--- config.mk ---
export PLATFORM = sky130hd
export DESIGN_NAME = mult_seq_32bit
export DESIGN_NICKNAME = d
export VERILOG_FILES = /design/src/rtl/mult_seq_32bit_pkg.sv /design/src/rtl/LAC_32bit.sv /design/src/rtl/mult_seq_32bit.sv
export SDC_FILE = /design/constraint.sdc
export NUM_CORES = 1
export LEC_CHECK = 0
export ABC_AREA = 1
export ABC_CLOCK_PERIOD_IN_PS = 13040
export CORE_MARGIN = 3
export CORE_UTILIZATION = 37
export DETAILED_ROUTE_END_ITERATION = 8
export PLACE_DENSITY = 0.6
export SLEW_MARGIN = 40
export SYNTH_ARGS = -nofsm -noshare
export SYNTH_HDL_FRONTEND = slang
export SYNTH_SLANG_ARGS = --single-unit
--- constraint.sdc ---
create_clock -name clk -period 13.04 [get_ports clk]
set_clock_uncertainty 0.05 [all_clocks]
set_input_delay 1.956 -clock clk [delete_from_list [all_inputs] [get_ports clk]]
set_output_delay 1.956 -clock clk [all_outputs]
set_load 0.1 [all_outputs]
--- src/rtl/mult_seq_32bit_pkg.sv ---
// rtl/mult_seq_32bit_pkg.sv - shared state encodings, counter sizing and magnitude helper
package mult_seq_32bit_pkg;

    localparam int CNT_W = 5;
    localparam logic [CNT_W-1:0] ITER_LAST = 5'd31;

    typedef enum logic [1:0] {
        ST_IDLE = 2'd0,
        ST_RUN  = 2'd1,
        ST_DONE = 2'd2
    } state_t;

    // Two's-complement magnitude as unsigned; 0x80000000 maps to itself.
    function automatic logic [31:0] mag32(input logic [31:0] x);
        return x[31] ? (~x + 32'd1) : x;
    endfunction

endpackage

--- src/rtl/LAC_32bit.sv ---
// rtl/LAC_32bit.sv - 32-bit lookahead adder built from 4-bit generate/propagate groups
module LAC_32bit (
    input  logic [31:0] a,
    input  logic [31:0] b,
    input  logic        cin,
    output logic [31:0] s,
    output logic        cout
);

    logic [31:0] g;
    logic [31:0] p;
    logic [31:0] c;

    assign g = a & b;
    assign p = a ^ b;

    always_comb begin
        logic cg;
        logic gg;
        logic pg;
        logic cb;
        c  = '0;
        cg = cin;
        for (int grp = 0; grp < 8; grp++) begin
            gg = 1'b0;
            pg = 1'b1;
            cb = cg;
            for (int k = 0; k < 4; k++) begin
                c[grp*4+k] = cb;
                cb = g[grp*4+k] | (p[grp*4+k] & cb);
                gg = g[grp*4+k] | (p[grp*4+k] & gg);
                pg = pg & p[grp*4+k];
            end
            // Group carry-out comes from group G/P, not the in-group chain.
            cg = gg | (pg & cg);
        end
        cout = cg;
    end

    assign s = p ^ c;

endmodule

--- src/rtl/mult_seq_32bit.sv ---
// rtl/mult_seq_32bit.sv - shift-add MULT/MULTU unit producing HI/LO over 32 iterations
module mult_seq_32bit
    import mult_seq_32bit_pkg::*;
#(
    parameter int WIDTH = 32
) (
    input  logic             clk,
    input  logic             rst,
    input  logic             start,
    input  logic             is_signed,
    input  logic [WIDTH-1:0] a,
    input  logic [WIDTH-1:0] b,
    output logic             busy,
    output logic             done,
    output logic [WIDTH-1:0] hi,
    output logic [WIDTH-1:0] lo
);

    state_t           state;
    state_t           state_next;
    logic [CNT_W-1:0] count;
    logic [31:0]      mcand;
    logic [31:0]      acc_hi;
    logic [31:0]      acc_lo;
    logic             neg;

    logic [31:0] add_b;
    logic [31:0] sum;
    logic        carry;
    logic [63:0] shifted;
    logic [63:0] product;
    logic        last;

    assign add_b = acc_lo[0] ? mcand : 32'd0;

    LAC_32bit u_lac (
        .s    (sum),
        .cout (carry),
        .a    (acc_hi),
        .b    (add_b),
        .cin  (1'b0)
    );

    // 65-bit {cout, sum, acc_lo} shifted right by one, low 64 bits kept.
    assign shifted = {carry, sum, acc_lo[31:1]};
    assign product = neg ? (~shifted + 64'd1) : shifted;
    assign last    = (count == ITER_LAST);

    always_ff @(posedge clk or posedge rst) begin
        if (rst) state <= ST_IDLE;
        else     state <= state_next;
    end

    always_comb begin
        state_next = state;
        case (state)
            ST_IDLE: if (start) state_next = ST_RUN;
            ST_RUN:  if (last)  state_next = ST_DONE;
            ST_DONE: state_next = ST_IDLE;
            default: state_next = ST_IDLE;
        endcase
    end

    always_ff @(posedge clk or posedge rst) begin
        if (rst) begin
            count  <= '0;
            mcand  <= '0;
            acc_hi <= '0;
            acc_lo <= '0;
            neg    <= 1'b0;
            hi     <= '0;
            lo     <= '0;
        end else if (state == ST_IDLE && start) begin
            mcand  <= is_signed ? mag32(a) : a;
            acc_hi <= '0;
            acc_lo <= is_signed ? mag32(b) : b;
            neg    <= is_signed & (a[31] ^ b[31]);
            count  <= '0;
        end else if (state == ST_RUN) begin
            {acc_hi, acc_lo} <= shifted;
            count            <= count + 5'd1;
            if (last) {hi, lo} <= product;
        end
    end

    assign busy = (state != ST_IDLE);
    assign done = (state == ST_DONE);

endmodule

======== After elaboration in Yosys (flattened, before gate mapping) ========
Cells that the tools add are included.
W data, S select, Z words.
word-level totals
  register bits after elaboration ......... 168
  output and inout port bits .............. 66
  word-level logic and storage cells ...... 172
  bits of input ports ..................... 68
cells by class
  bitwise operators ....................... 134
  equal/unequal tests ..................... 5
  add/subtract/negate cells ............... 4
  multiplexer cells ....................... 15
  reductions and logical operators ........ 6
operators with widths
  operator                 count
  $mux W32                 9
  $and A1 B1 Y1            74
  $add A32 B1 Y32 const B  2
  $add A64 B1 Y64 const B  1
  $mux W64                 1
  $not A32 Y32             2
  $not A64 Y64             1
  $xor A32 B32 Y32         2
  $or A1 B1 Y1             52
  $and A32 B32 Y32         1
  $mux W5                  2
  $add A5 B1 Y5 const B    1
  $eq A5 B5 Y1 const B     1
  $mux W2                  2
  $ne A2 B2 Y1 const B     2
  $pmux W2 S2              1
  $reduce_bool A2 Y1       2
  $reduce_and A3 Y1        1
  $eq A2 B1 Y1 const B     1
  $eq A2 B2 Y1 const B     1
  $logic_not A2 Y1         1
  $reduce_and A2 Y1        1
  $logic_and A1 B1 Y1      1
  $not A1 Y1               1
  $xor A1 B1 Y1            1

======== Depth between registers and ports, before layout ========
Gate-level depths: netlist of run 1.
  word-level depth ........................ 30
  depth in mapped cells ................... 36
  mapped depth without buffers ............ 34

======== Hierarchy ========
From an unflattened synthesis of run 1, not the netlist that was laid out.
second synthesis, totals
  cells, all modules ...................... 1,775
  area, all modules ....................... 12,185.4 um2
modules (own cells, without submodules)
  module          area each (um2)  cells an instance  sequential area each (um2)  times used
  mult_seq_32bit  10,842.9         1,637              4,204.0                     1
  LAC_32bit       1,342.5          138                0.0                         1

======== Worst setup path after synthesis of run 1 ========
No wires, ideal clock.
  kind .................................... register to register
  start ................................... reg acc_lo[0]
  end ..................................... reg hi[27]
  data required time ...................... 12.870 ns
  slack ................................... 7.740 ns
  data arrival time ....................... 5.131 ns
  stages on the path, launching flop included .. 34
  setup time .............................. 0.120 ns
  period minus slack after synthesis ...... 5.300 ns
  buffers on the path ..................... 3
  path through ............................ dfrtp_1 > clkbuf_1 > clkbuf_1 > nand2_1 > inv_1 > ha_1 > inv_1 > fa_1 > fa_1 > fa_1 > nor2_1 > nand2_1 > nand3_1 > nand3_1 > nand2_1 > nand2_1 > nand2_1 > nand2_1 > nand2_1 > inv_1 > fa_1 > fa_1 > fa_1 > clkbuf_1 > nand3_1 > nor3_1 > and3_1 > nand3_1 > nand2_1 > nand2_1 > nand2_1 > o21ai_0 > nand2_1 > nand2_1
on the way
  longest elaborated chain between the ends .. 28
  elaborated cells on any way between the ends .. 115
  classes of those cells .................. 1 x add/sub; 2 x mux; 112 x bitwise
RTL lines
  item                                                  RTL line                          text
  start: declaration                                    mult_seq_32bit.sv:24              logic [31:0] acc_lo;
  start signal: assignment                              mult_seq_32bit.sv:76              acc_lo <= is_signed ? mag32(b) : b;
  start signal: assignment                              mult_seq_32bit.sv:80              {acc_hi, acc_lo} <= shifted;
  $mux W32 (*)                                          mult_seq_32bit.sv:34              assign add_b = acc_lo[0] ? mcand : 32'd0;
  $xor A32 B32 Y32 or $and A32 B32 Y32 (tied branches)  LAC_32bit.sv:15, LAC_32bit.sv:14
  $and A1 B1 Y1                                         LAC_32bit.sv:30, LAC_32bit.sv:31
  $or A1 B1 Y1                                          LAC_32bit.sv:30, LAC_32bit.sv:31
  $and A1 B1 Y1                                         LAC_32bit.sv:30, LAC_32bit.sv:31
  $or A1 B1 Y1                                          LAC_32bit.sv:30, LAC_32bit.sv:31
  $and A1 B1 Y1                                         --
  $or A1 B1 Y1                                          --
  (+12 left out)                                        --
  $and A1 B1 Y1                                         LAC_32bit.sv:30                   cb = g[grp*4+k] | (p[grp*4+k] & cb);
  $or A1 B1 Y1                                          LAC_32bit.sv:30
  $and A1 B1 Y1                                         LAC_32bit.sv:30
  $or A1 B1 Y1                                          LAC_32bit.sv:30
  $xor A32 B32 Y32 (*)                                  LAC_32bit.sv:40                   assign s = p ^ c;
  $not A64 Y64                                          mult_seq_32bit.sv:46              assign product = neg ? (~shifted + 64'd1) : shifted;
  $add A64 B1 Y64                                       mult_seq_32bit.sv:46
  $mux W64 (*)                                          mult_seq_32bit.sv:46
  end signal: assignment                                mult_seq_32bit.sv:82              if (last) {hi, lo} <= product;
  end: declaration                                      mult_seq_32bit.sv:15              output logic [WIDTH-1:0] hi,
Mark *: on every way between the ends. The rest lies on a longest branch, timed or not.
A chain may end at the register's enable or synchronous reset.

======== Worst setup path after layout of run 1 ========
  start ................................... reg acc_lo[0]
  end ..................................... reg hi[29]
on the way
  longest elaborated chain between the ends .. 28
  elaborated cells on any way between the ends .. 119
  classes of those cells .................. 1 x add/sub; 2 x mux; 116 x bitwise
RTL lines
  item                                                  RTL line
  $mux W32 (*)                                          mult_seq_32bit.sv:34
  $xor A32 B32 Y32 or $and A32 B32 Y32 (tied branches)  LAC_32bit.sv:15, LAC_32bit.sv:14
  $and A1 B1 Y1                                         LAC_32bit.sv:30, LAC_32bit.sv:31
  $or A1 B1 Y1                                          LAC_32bit.sv:30, LAC_32bit.sv:31
  $and A1 B1 Y1                                         LAC_32bit.sv:30, LAC_32bit.sv:31
  $or A1 B1 Y1                                          LAC_32bit.sv:30, LAC_32bit.sv:31
  $and A1 B1 Y1                                         --
  $or A1 B1 Y1                                          --
  (+12 left out)                                        --
  $and A1 B1 Y1                                         LAC_32bit.sv:30
  $or A1 B1 Y1                                          LAC_32bit.sv:30
  $and A1 B1 Y1                                         LAC_32bit.sv:30
  $or A1 B1 Y1                                          LAC_32bit.sv:30
  $xor A32 B32 Y32 (*)                                  LAC_32bit.sv:40
  $not A64 Y64                                          mult_seq_32bit.sv:46
  $add A64 B1 Y64                                       mult_seq_32bit.sv:46
  $mux W64 (*)                                          mult_seq_32bit.sv:46
Marked as above.

==> flow_metrics.env, run 1 <==
export IMPL_status="completed"
export IMPL_initial_core_util_pct=38.0
export IMPL_drt_total_wl_um=34100
export IMPL_grt_max_degree=108
export IMPL_power_share_clock_pct=14.1
export IMPL_setup_viol=0
export IMPL_hold_class="reg -> reg"
export IMPL_syn_num_nets=1660
export IMPL_buffer_ports_inserted=133
export IMPL_r2r_cells=32
export IMPL_dp_cells=2005
export IMPL_switchingPower_w=0.00194
export IMPL_worst_slew_pin_slew_ns=0.705
export IMPL_synth_top_area_share_pct=36.8
export IMPL_synth_top_area_cell="dfrtp_1"
export IMPL_cts_tree="built"
export IMPL_cts_hold_buf=0
export IMPL_syn_avg_cell_area_um2=7.44
export IMPL_clock_sinks=168
export IMPL_synth_area_mm2=0.0114
export IMPL_fin_util_pct=44.5
export IMPL_clock_path_buffers=2
export IMPL_synth_cell_types=44
export IMPL_leakage_nw=6.33
export IMPL_dr_pass1_iters=5
export IMPL_cts_setup_buffers=0
export IMPL_grtUsageTotal_pct=20.6
export IMPL_grt_pass1_vias=9897
export IMPL_ir_drop_mv=0.146
export IMPL_fp_dieH_um=182
export IMPL_h_tree_depth=4
export IMPL_yosys_top_cells_area="dfrtp_1 (37%), nand2_1 (14%), o21ai_0 (7.2%)"
export IMPL_die_width_um=182
export IMPL_async_reset_ff_share_pct=100
export IMPL_path_common_cell="nand2_1"
export IMPL_worstPathMaxFanout=33
export IMPL_grt_pass1_wl_um=54700
export IMPL_slew_viol_final=0
export IMPL_final_nets=1760
export IMPL_syn2layout_area_growth_pct=16.9
export IMPL_final_antenna_net_count=0
export IMPL_gp_congestion=0.961
export IMPL_synth_ff_type="dfrtp_1"
export IMPL_grt_setup_unrepaired="false"
export IMPL_holdPathStages=2
export IMPL_dr_total_vias=10300
export IMPL_rrSetupSlack_ns=6.91
export IMPL_io_pins=134
export IMPL_dp_worst_setup_slack_ns=6.70
export IMPL_internal_power_w=0.00166
export IMPL_syn_inst=1534
export IMPL_setup_slack_ns=6.91
export IMPL_clk_latency_ns=0.45
export IMPL_ys_seq_elements=168
export IMPL_comb_power_share_pct=61.2
export IMPL_fin_crit_ns=6.13
export IMPL_drt_iter0_drc=873
export IMPL_hold_viol=0
export IMPL_fin_cells=2038
export IMPL_route_detailed_drc=0
export IMPL_wire_per_inst_um=16.8
export IMPL_core_area_mm2=0.0300
export IMPL_cap_violations=0
export IMPL_max_freq_mhz=163
export IMPL_crit_required_ns=13.33
export IMPL_seq_area_frac_synth_pct=36.8
export IMPL_cp_slowest_cell="dfrtp_2"
export IMPL_p_per_area_mw_per_mm2=270
export IMPL_crit_type="reg -> reg"
export IMPL_yosysWarnings=0
export IMPL_via_per_inst=5.04
export IMPL_min_period_over_period_pct=47.0
export IMPL_synth_edf_count=0
export IMPL_slowest_delay_ns=0.67
export IMPL_grt_overflow=0
export IMPL_start_kind="register"
export IMPL_end_kind="register"
export IMPL_seq_power_share_pct=24.7
export IMPL_fin_setup_tns_ns=0
export IMPL_dp_hpwl_um=26100
export IMPL_layout_drive_gt1_share_pct=9.41
export IMPL_num_fill_cells=3029
export IMPL_rows=63
export IMPL_clkTransAtPathRegs_ns=0.08
export IMPL_ctsResizeCount=0
export IMPL_numCtsBuffers=17
export IMPL_dieArea_mm2=0.0330
export IMPL_relSlewSlack_pct=53.0
export IMPL_worstPathArrival_ns=6.41
export IMPL_antenna_found_initial=1
export IMPL_sw_frac_of_total_pct=53.9
export IMPL_cts_root_buf="clkbuf_16"
-- per-stage QoR --
stage | hold WS [ns] | instance area, um2 | power (W)
after floorplan | 0.399 | 11400 | 0.00245
after global placement | 0.416 | 13100 | 0.00308
final | 0.430 | 13400 | 0.00360
after global routing | 0.457 | 13400 | 0.00390
after detailed placement | 0.414 | 12800 | 0.00307
after CTS | 0.436 | 13300 | 0.00359
-- Yosys cell counts, types with 7 or more instances --
master    number
nand2_1      416
o21ai_0      165
o22ai_1       25
nor2_1       113
nor4_1        13
ha_1          34
clkbuf_1      47
xnor2_1       23
o31ai_1        8
or2_2         10
and3_1        10
nor2_2         7
a31oi_1        9
xor2_1        85
o21ai_1        9
nor3_1        29
buf_1          8
fa_1          24
dfrtp_1      168
nand4_1       20
nand2_2        7
inv_1        183
a21oi_1       32
nand3_1       43
nor2_4         8
-- flip-flops by register name, summed over array words and instances (netlist names) --
signal / count
acc_hi: 32
acc_lo: 32
hi: 32
lo: 32
mcand: 32
count: 5
state: 2
neg: 1
-- final timing paths --
kind / from / end
worst max register to register: acc_lo[0] / hi[29]
worst min-delay path: hi[13] / hi[13]
min in group asynchronous: rst / hi[9]
worst min register to register: hi[13] / hi[13]
worst max-delay path: acc_lo[0] / hi[29]
max in group asynchronous: rst / acc_lo[0]
-- power by group through the flow --
stage / clock network, W / logic [W] / registers, W
5_1_grt: 0.000537 / 0.00245 / 0.000917
6_report: 0.000506 / 0.00220 / 0.000891
4_1_cts: 0.000519 / 0.00218 / 0.000888
2_1_floorplan: 0 / 0.00139 / 0.00106
3_3_place_gp: 0 / 0.00219 / 0.000894
3_5_place_dp: 0 / 0.00217 / 0.000896
-- worst max-delay path: cells and delay by family (launching register included) --
kind | cells | cell delay, ns
AOI/OAI and AO/OA | 1 | 0.08
xor gates and xnor gates | 1 | 0.21
adders and majority gates | 7 | 2.56
buffers and inverters | 5 | 0.40
DFF | 1 | 0.67
and+or+nand+nor | 18 | 2.05
-- layout by cell type (no fill, tap or decap), types with 20 or more instances in the layout --
cell / count
nand2_1: 414
nor3_1: 29
dfrtp_1: 167
inv_1: 179
xnor2_1: 23
ha_1: 34
o21ai_0: 165
nand4_1: 20
buf_2: 66
o22ai_1: 25
nor2_1: 112
a21oi_1: 32
xor2_1: 85
nand3_1: 43
clkdlybuf4s50_1: 67
fa_1: 24
-- per-layer routing --
layer  track usage, %  wire (um)  vias to the layer above
met5                0          0                        -
met4             6.52        733                        0
met3             3.31       1990                       38
met2             29.6      14300                      316
met1             31.6      17100                     4786
li1                 -          -                     5139
-- layout make-up --
class | instances | area (um2) | share of cell area [%]
multi-input cells | 1121 | 6310 | 47.2
flip-flops and latches | 168 | 4210 | 31.5
repair buffers | 139 | 1060 | 7.95
inverters | 187 | 709 | 5.31
well taps | 390 | 488 | 3.66
clock buffers | 17 | 425 | 3.19
clock inverters | 15 | 153 | 1.14
diodes | 1 | 2.50 | 0.0187
-- cell families (layout without fill, tap and decap cells) --
family / count (synthesis) / in the layout / share of synthesized area (%)
AOI/OAI and AO/OA: 263 / 263 / 12.5
adders and majority gates: 58 / 58 / 7.94
other: 0 / 1 / 0
and+or+nand+nor: 691 / 691 / 26.2
xor gates and xnor gates: 109 / 109 / 8.43
buffers and inverters: 245 / 358 / 8.09
DFF: 168 / 168 / 36.8
Power figures use the tool's default switching activity.
==> run 2: changes to the inputs <==
ABC_CLOCK_PERIOD_IN_PS = 5780   (was 13040)
clock period = 5.78 ns   (was 13.04 ns; I/O delays follow)
==> run 2 against run 1 <==
Cell count grew 0.29%. Design area grew 0.66%. Via count increased by 0.78%. Hold slack gained 0.00075 ns. Sequential share of layout area is 0.21 points lower. Critical endpoint is now hi[25]. Highest routed layer unchanged.
==> flow_metrics.env, run 2 (same netlist as run 1, synthesis figures left out) <==
export IMPL_hold_ws_ns=0.431
export IMPL_slowest_delay_ns=0.41
export IMPL_r2r_cells=30
export IMPL_cts_hold_buf=0
export IMPL_fin_crit_ns=5.46
export IMPL_route_detailed_drc=0
export IMPL_insertedDiodeCount=0
export IMPL_cts_setup_buffers=0
export IMPL_dr_total_vias=10400
export IMPL_fin_setup_tns_ns=0
export IMPL_seq_power_share_pct=23.8
export IMPL_power_share_clock_pct=14.0
export IMPL_grtUsageTotal_pct=20.7
export IMPL_grt_overflow=0
export IMPL_end_kind="register"
export IMPL_worst_slew_pin_slew_ns=0.811
export IMPL_holdPathStages=2
export IMPL_grt_pass1_wl_um=54900
export IMPL_dr_pass1_iters=5
export IMPL_wire_per_inst_um=16.7
export IMPL_status="completed"
export IMPL_hold_end="hi[19]"
export IMPL_buffer_ports_inserted=133
export IMPL_drt_iter0_drc=664
export IMPL_hold_class="reg -> reg"
export IMPL_layout_drive_gt1_share_pct=10.3
export IMPL_total_power_w=0.00828
export IMPL_grt_pass1_vias=9878
export IMPL_setup_viol=0
export IMPL_initial_core_util_pct=38.0
export IMPL_ctsResizeCount=0
export IMPL_antenna_found_initial=0
export IMPL_comb_power_share_pct=62.2
export IMPL_p_per_area_mw_per_mm2=616
export IMPL_cts_tree="built"
export IMPL_grt_setup_unrepaired="false"
export IMPL_ir_drop_mv=0.298
export IMPL_fp_dieH_um=182
export IMPL_crit_required_ns=6.05
export IMPL_min_period_over_period_pct=94.5
export IMPL_dp_cells=2013
export IMPL_max_freq_mhz=183
export IMPL_core_area_mm2=0.0300
export IMPL_slew_viol_final=0
export IMPL_gp_congestion=0.916
export IMPL_rrSetupSlack_ns=0.32
export IMPL_final_antenna_net_count=0
export IMPL_numCtsBuffers=17
export IMPL_cp_slowest_cell="fa_1"
export IMPL_worstPathMaxFanout=3
export IMPL_relSlewSlack_pct=45.6
export IMPL_clk_latency_ns=0.44
export IMPL_cts_root_buf="clkbuf_16"
export IMPL_clock_path_buffers=2
export IMPL_fin_cells=2044
export IMPL_path_common_cell="nand2_1"
export IMPL_rr_endpoint="hi[25]"
export IMPL_final_cell_mix="nand2_1 (414), inv_1 (178), dfrtp_1 (168), o21ai_0 (165), nor2_1 (112)"
export IMPL_r2r_start="acc_lo[0]"
export IMPL_syn2layout_area_growth_pct=17.7
export IMPL_hp_start="hi[19]"
export IMPL_final_common_cell="nand2_1"
export IMPL_hold_viol=0
export IMPL_clkTransAtPathRegs_ns=0.07
export IMPL_final_nets=1768
export IMPL_dp_hpwl_um=26100
export IMPL_start_kind="register"
export IMPL_h_tree_depth=4
export IMPL_via_per_inst=5.07
export IMPL_grt_max_degree=108
export IMPL_crit_buf_inv=3
export IMPL_worstPathArrival_ns=5.73
export IMPL_crit_family="adder cells"
export IMPL_leakage_nw=6.36
export IMPL_switchingPower_w=0.00440
export IMPL_io_pins=134
export IMPL_clock_sinks=168
export IMPL_cap_violations=0
export IMPL_sw_frac_of_total_pct=53.2
export IMPL_drt_total_wl_um=34200
export IMPL_die_width_um=182
export IMPL_internal_power_w=0.00388
export IMPL_dieArea_mm2=0.0330
export IMPL_crit_type="reg -> reg"
export IMPL_rows=63
==> run 2: cell count changes in the layout (fill, tap and decap cells not counted), sizes merged <==
cell      before  now
bufinv         0    1
diode          1    0
clkbuf        17   18
inv          193  190
buf           72   80
clkinvlp       0    2
clkinv         9    7
==> run 2: power by group through the flow <==
stage | clock [W] | sequential (W) | combinational [W]
final | 0.00116 | 0.00197 | 0.00515
after global routing | 0.00122 | 0.00202 | 0.00572
after CTS | 0.00117 | 0.00196 | 0.00503
after detailed placement | 0 | 0.00198 | 0.00501
after global placement | 0 | 0.00197 | 0.00504
after floorplan | 0 | 0.00240 | 0.00314
==> run 2: routing by layer <==
metal  part of all wire (%)  global-route usage [%]
met4                    2.8                    6.95
met2                     41                    29.2
met3                    5.8                    2.64
met1                     51                    32.3
met5                      0                       0
==> run 2: area by class of cell <==
class	count	area [um2]
tap	390	488
clock buffer	18	439
timing repair buffer	147	1110
inverter	187	709
clock inverter	13	135
multi-input combinational	1121	6350
fill	3118	16600
sequential	168	4200
==> run 2: worst max-delay path by stage <==
| stage | slack, ns | startpoint | endpoint | cells past startpoint |
|---|---|---|---|---|
| floorplan | 0.32 | rst | acc_hi[0] | 1 |
| CTS | 0.20 | acc_lo[0] | hi[30] | 32 |
| global placement | 0.20 | acc_lo[0] | hi[30] | 32 |
| global route | 0.01 | acc_lo[0] | hi[20] | 31 |
| finish | 0.32 | acc_lo[0] | hi[25] | 30 |
| detailed placement | 0.25 | acc_lo[0] | hi[30] | 32 |
==> run 2: stage by stage <==
stage	cell area, um2	setup slack (ns)	utilization, %
finish	13400	0.318	44.7
global route	13400	0.0107	44.7
CTS	13400	0.202	44.6
detailed placement	12800	0.252	42.7
global placement	13100	0.199	43.7
floorplan	11400	0.316	-
==> run 2: worst register-to-register path, delay by kind of cell (launching register included) <==
family,cells,cell delay [ns]
adders and majority gates,7,2.46
and+or+nand+nor,18,1.99
DFF,1,0.36
xor gates and xnor gates,2,0.33
buffers and inverters,3,0.16
==> run 3: changes to the inputs <==
GPL_ROUTABILITY_DRIVEN = 0   (was default)
==> run 3 against run 2 <==
Non-clock buffer count stayed put. First-iteration DRC count is 14% higher. Worst setup slack worse by 0.0031 ns. Register-to-register slack hardly changed. Global-route usage is 0.34 points lower. Sequential share of layout area about the same. Cell count stayed put.
==> flow_metrics.env, run 3 (same netlist as run 1, synthesis figures left out) <==
export IMPL_drt_total_wl_um=33800
export IMPL_relSlewSlack_pct=43.8
export IMPL_via_per_inst=5.13
export IMPL_sw_frac_of_total_pct=52.9
export IMPL_start_kind="register"
export IMPL_place_area_mm2=0.0128
export IMPL_wire_per_inst_um=16.5
export IMPL_worstPathArrival_ns=5.73
export IMPL_max_freq_mhz=183
export IMPL_path_common_cell="nand2_1"
export IMPL_h_tree_depth=4
export IMPL_numCtsBuffers=17
export IMPL_use_met2_pct=28.3
export IMPL_grt_setup_unrepaired="true"
export IMPL_met1_usage_pct=31.2
export IMPL_insertedDiodeCount=0
export IMPL_r2r_cells=32
export IMPL_drt_iter0_drc=757
export IMPL_antenna_found_initial=0
export IMPL_buffer_ports_inserted=133
export IMPL_comb_power_share_pct=61.8
export IMPL_core_area_mm2=0.0300
export IMPL_route_detailed_drc=0
export IMPL_hold_viol=0
export IMPL_cap_violations=0
export IMPL_cts_tree="built"
export IMPL_endpoint="hi[28]"
export IMPL_power_share_clock_pct=14.4
export IMPL_cp_slowest_cell="fa_1"
export IMPL_r2r_start="acc_lo[0]"
export IMPL_clock_sinks=168
export IMPL_layout_drive_gt1_share_pct=9.85
export IMPL_cts_setup_buffers=0
export IMPL_fin_cells=2044
export IMPL_use_met3_pct=3.71
export IMPL_p_per_area_mw_per_mm2=616
export IMPL_final_cell_mix="nand2_1 (414), inv_1 (181), dfrtp_1 (168), o21ai_0 (165), nor2_1 (112)"
export IMPL_slew_viol_final=0
export IMPL_end_kind="register"
export IMPL_die_width_um=182
export IMPL_grt_overflow=0
export IMPL_dp_cells=2013
export IMPL_io_pins=134
export IMPL_dp_hpwl_um=25600
export IMPL_grt_max_degree=107
export IMPL_rrSetupSlack_ns=0.32
export IMPL_dr_total_vias=10500
export IMPL_ir_drop_mv=0.292
export IMPL_fp_dieH_um=182
export IMPL_leakage_nw=6.37
export IMPL_dr_pass1_iters=5
export IMPL_final_nets=1768
export IMPL_cts_root_buf="clkbuf_16"
export IMPL_crit_required_ns=6.05
export IMPL_grt_busiest_layer="met1"
export IMPL_slowest_delay_ns=0.42
export IMPL_rows=63
export IMPL_final_common_cell="nand2_1"
export IMPL_seq_power_share_pct=23.8
export IMPL_grtUsageTotal_pct=20.3
export IMPL_grt_pass1_vias=9991
export IMPL_final_antenna_net_count=0
export IMPL_switchingPower_w=0.00438
export IMPL_fin_util_pct=44.7
export IMPL_min_period_over_period_pct=94.5
export IMPL_worstPathMaxFanout=4
export IMPL_setup_viol=0
export IMPL_clock_path_buffers=2
export IMPL_clkTransAtPathRegs_ns=0.07
export IMPL_status="completed"
export IMPL_syn2layout_area_growth_pct=17.7
export IMPL_clk_latency_ns=0.44
export IMPL_initial_core_util_pct=38.0
export IMPL_holdPathStages=2
export IMPL_internal_power_w=0.00390
export IMPL_fin_crit_ns=5.46
export IMPL_rr_endpoint="hi[28]"
export IMPL_worst_slew_pin_slew_ns=0.842
export IMPL_grt_pass1_wl_um=54200
export IMPL_dieArea_mm2=0.0330
export IMPL_post_route_cell_area_mm2=0.0134
export IMPL_hold_class="reg -> reg"
export IMPL_crit_path_start="acc_lo[0]"
export IMPL_crit_type="reg -> reg"
==> run 3: changes by cell type in the layout (fill, tap and decap cells not counted), sizes merged <==
cell	change
clkinv	-4
bufinv	+1
clkinvlp	-1
inv	+4
==> run 3: layout make-up <==
| class | count | area, um2 |
|---|---|---|
| fill | 3009 | 16600 |
| sequential | 168 | 4200 |
| timing repair buffer | 147 | 1110 |
| clock buffer | 18 | 429 |
| inverter | 187 | 709 |
| tap | 390 | 488 |
| clock inverter | 13 | 159 |
| multi-input combinational | 1121 | 6340 |
==> run 3: worst max-delay path, delay by kind of cell (launching register included) <==
family	cells	cell delay (ns)
adders and majority gates	7	2.51
and+or+nand+nor	17	1.66
buffers and inverters	6	0.46
DFF	1	0.36
AOI/OAI and AO/OA	1	0.12
xor gates and xnor gates	1	0.18
==> run 3: repair_timing <==
action | 4_1_cts | 5_1_grt
setup endpoints to repair | 0 | 7
hold buffers | 0 | 0
gates resized for setup | 0 | 7
==> run 3: per-layer routing <==
metal | part of all wire, % | up-vias
li1 | - | 5159
met1 | 49 | 4862
met2 | 41 | 396
met3 | 7.1 | 61
met4 | 3.1 | 0
met5 | 0 | -
==> run 3: power by group through the flow <==
stage | sequential, W | clock [W] | combinational, W
final | 0.00197 | 0.00119 | 0.00512
after global routing | 0.00202 | 0.00125 | 0.00564
after global placement | 0.00197 | 0 | 0.00499
after floorplan | 0.00240 | 0 | 0.00314
after CTS | 0.00196 | 0.00121 | 0.00500
after detailed placement | 0.00198 | 0 | 0.00497
==> run 3: how the worst min path moves through the flow <==
stage / from / slack [ns] / end
floorplan: mcand[15] / 0.40 / mcand[15]
global placement: mcand[9] / 0.42 / mcand[9]
detailed placement: hi[12] / 0.41 / hi[12]
CTS: hi[12] / 0.43 / hi[12]
global route: lo[0] / 0.45 / lo[0]
finish: hi[24] / 0.43 / hi[24]
==> run 3: per-stage QoR <==
stage | hold WS, ns | power (W) | setup TNS [ns] | setup WS [ns]
floorplan | 0.399 | 0.00554 | 0 | 0.316
global placement | 0.416 | 0.00696 | 0 | 0.344
detailed placement | 0.411 | 0.00695 | 0 | 0.368
CTS | 0.432 | 0.00817 | 0 | 0.337
global route | 0.445 | 0.00892 | -0.117 | -0.0494
finish | 0.425 | 0.00828 | 0 | 0.315
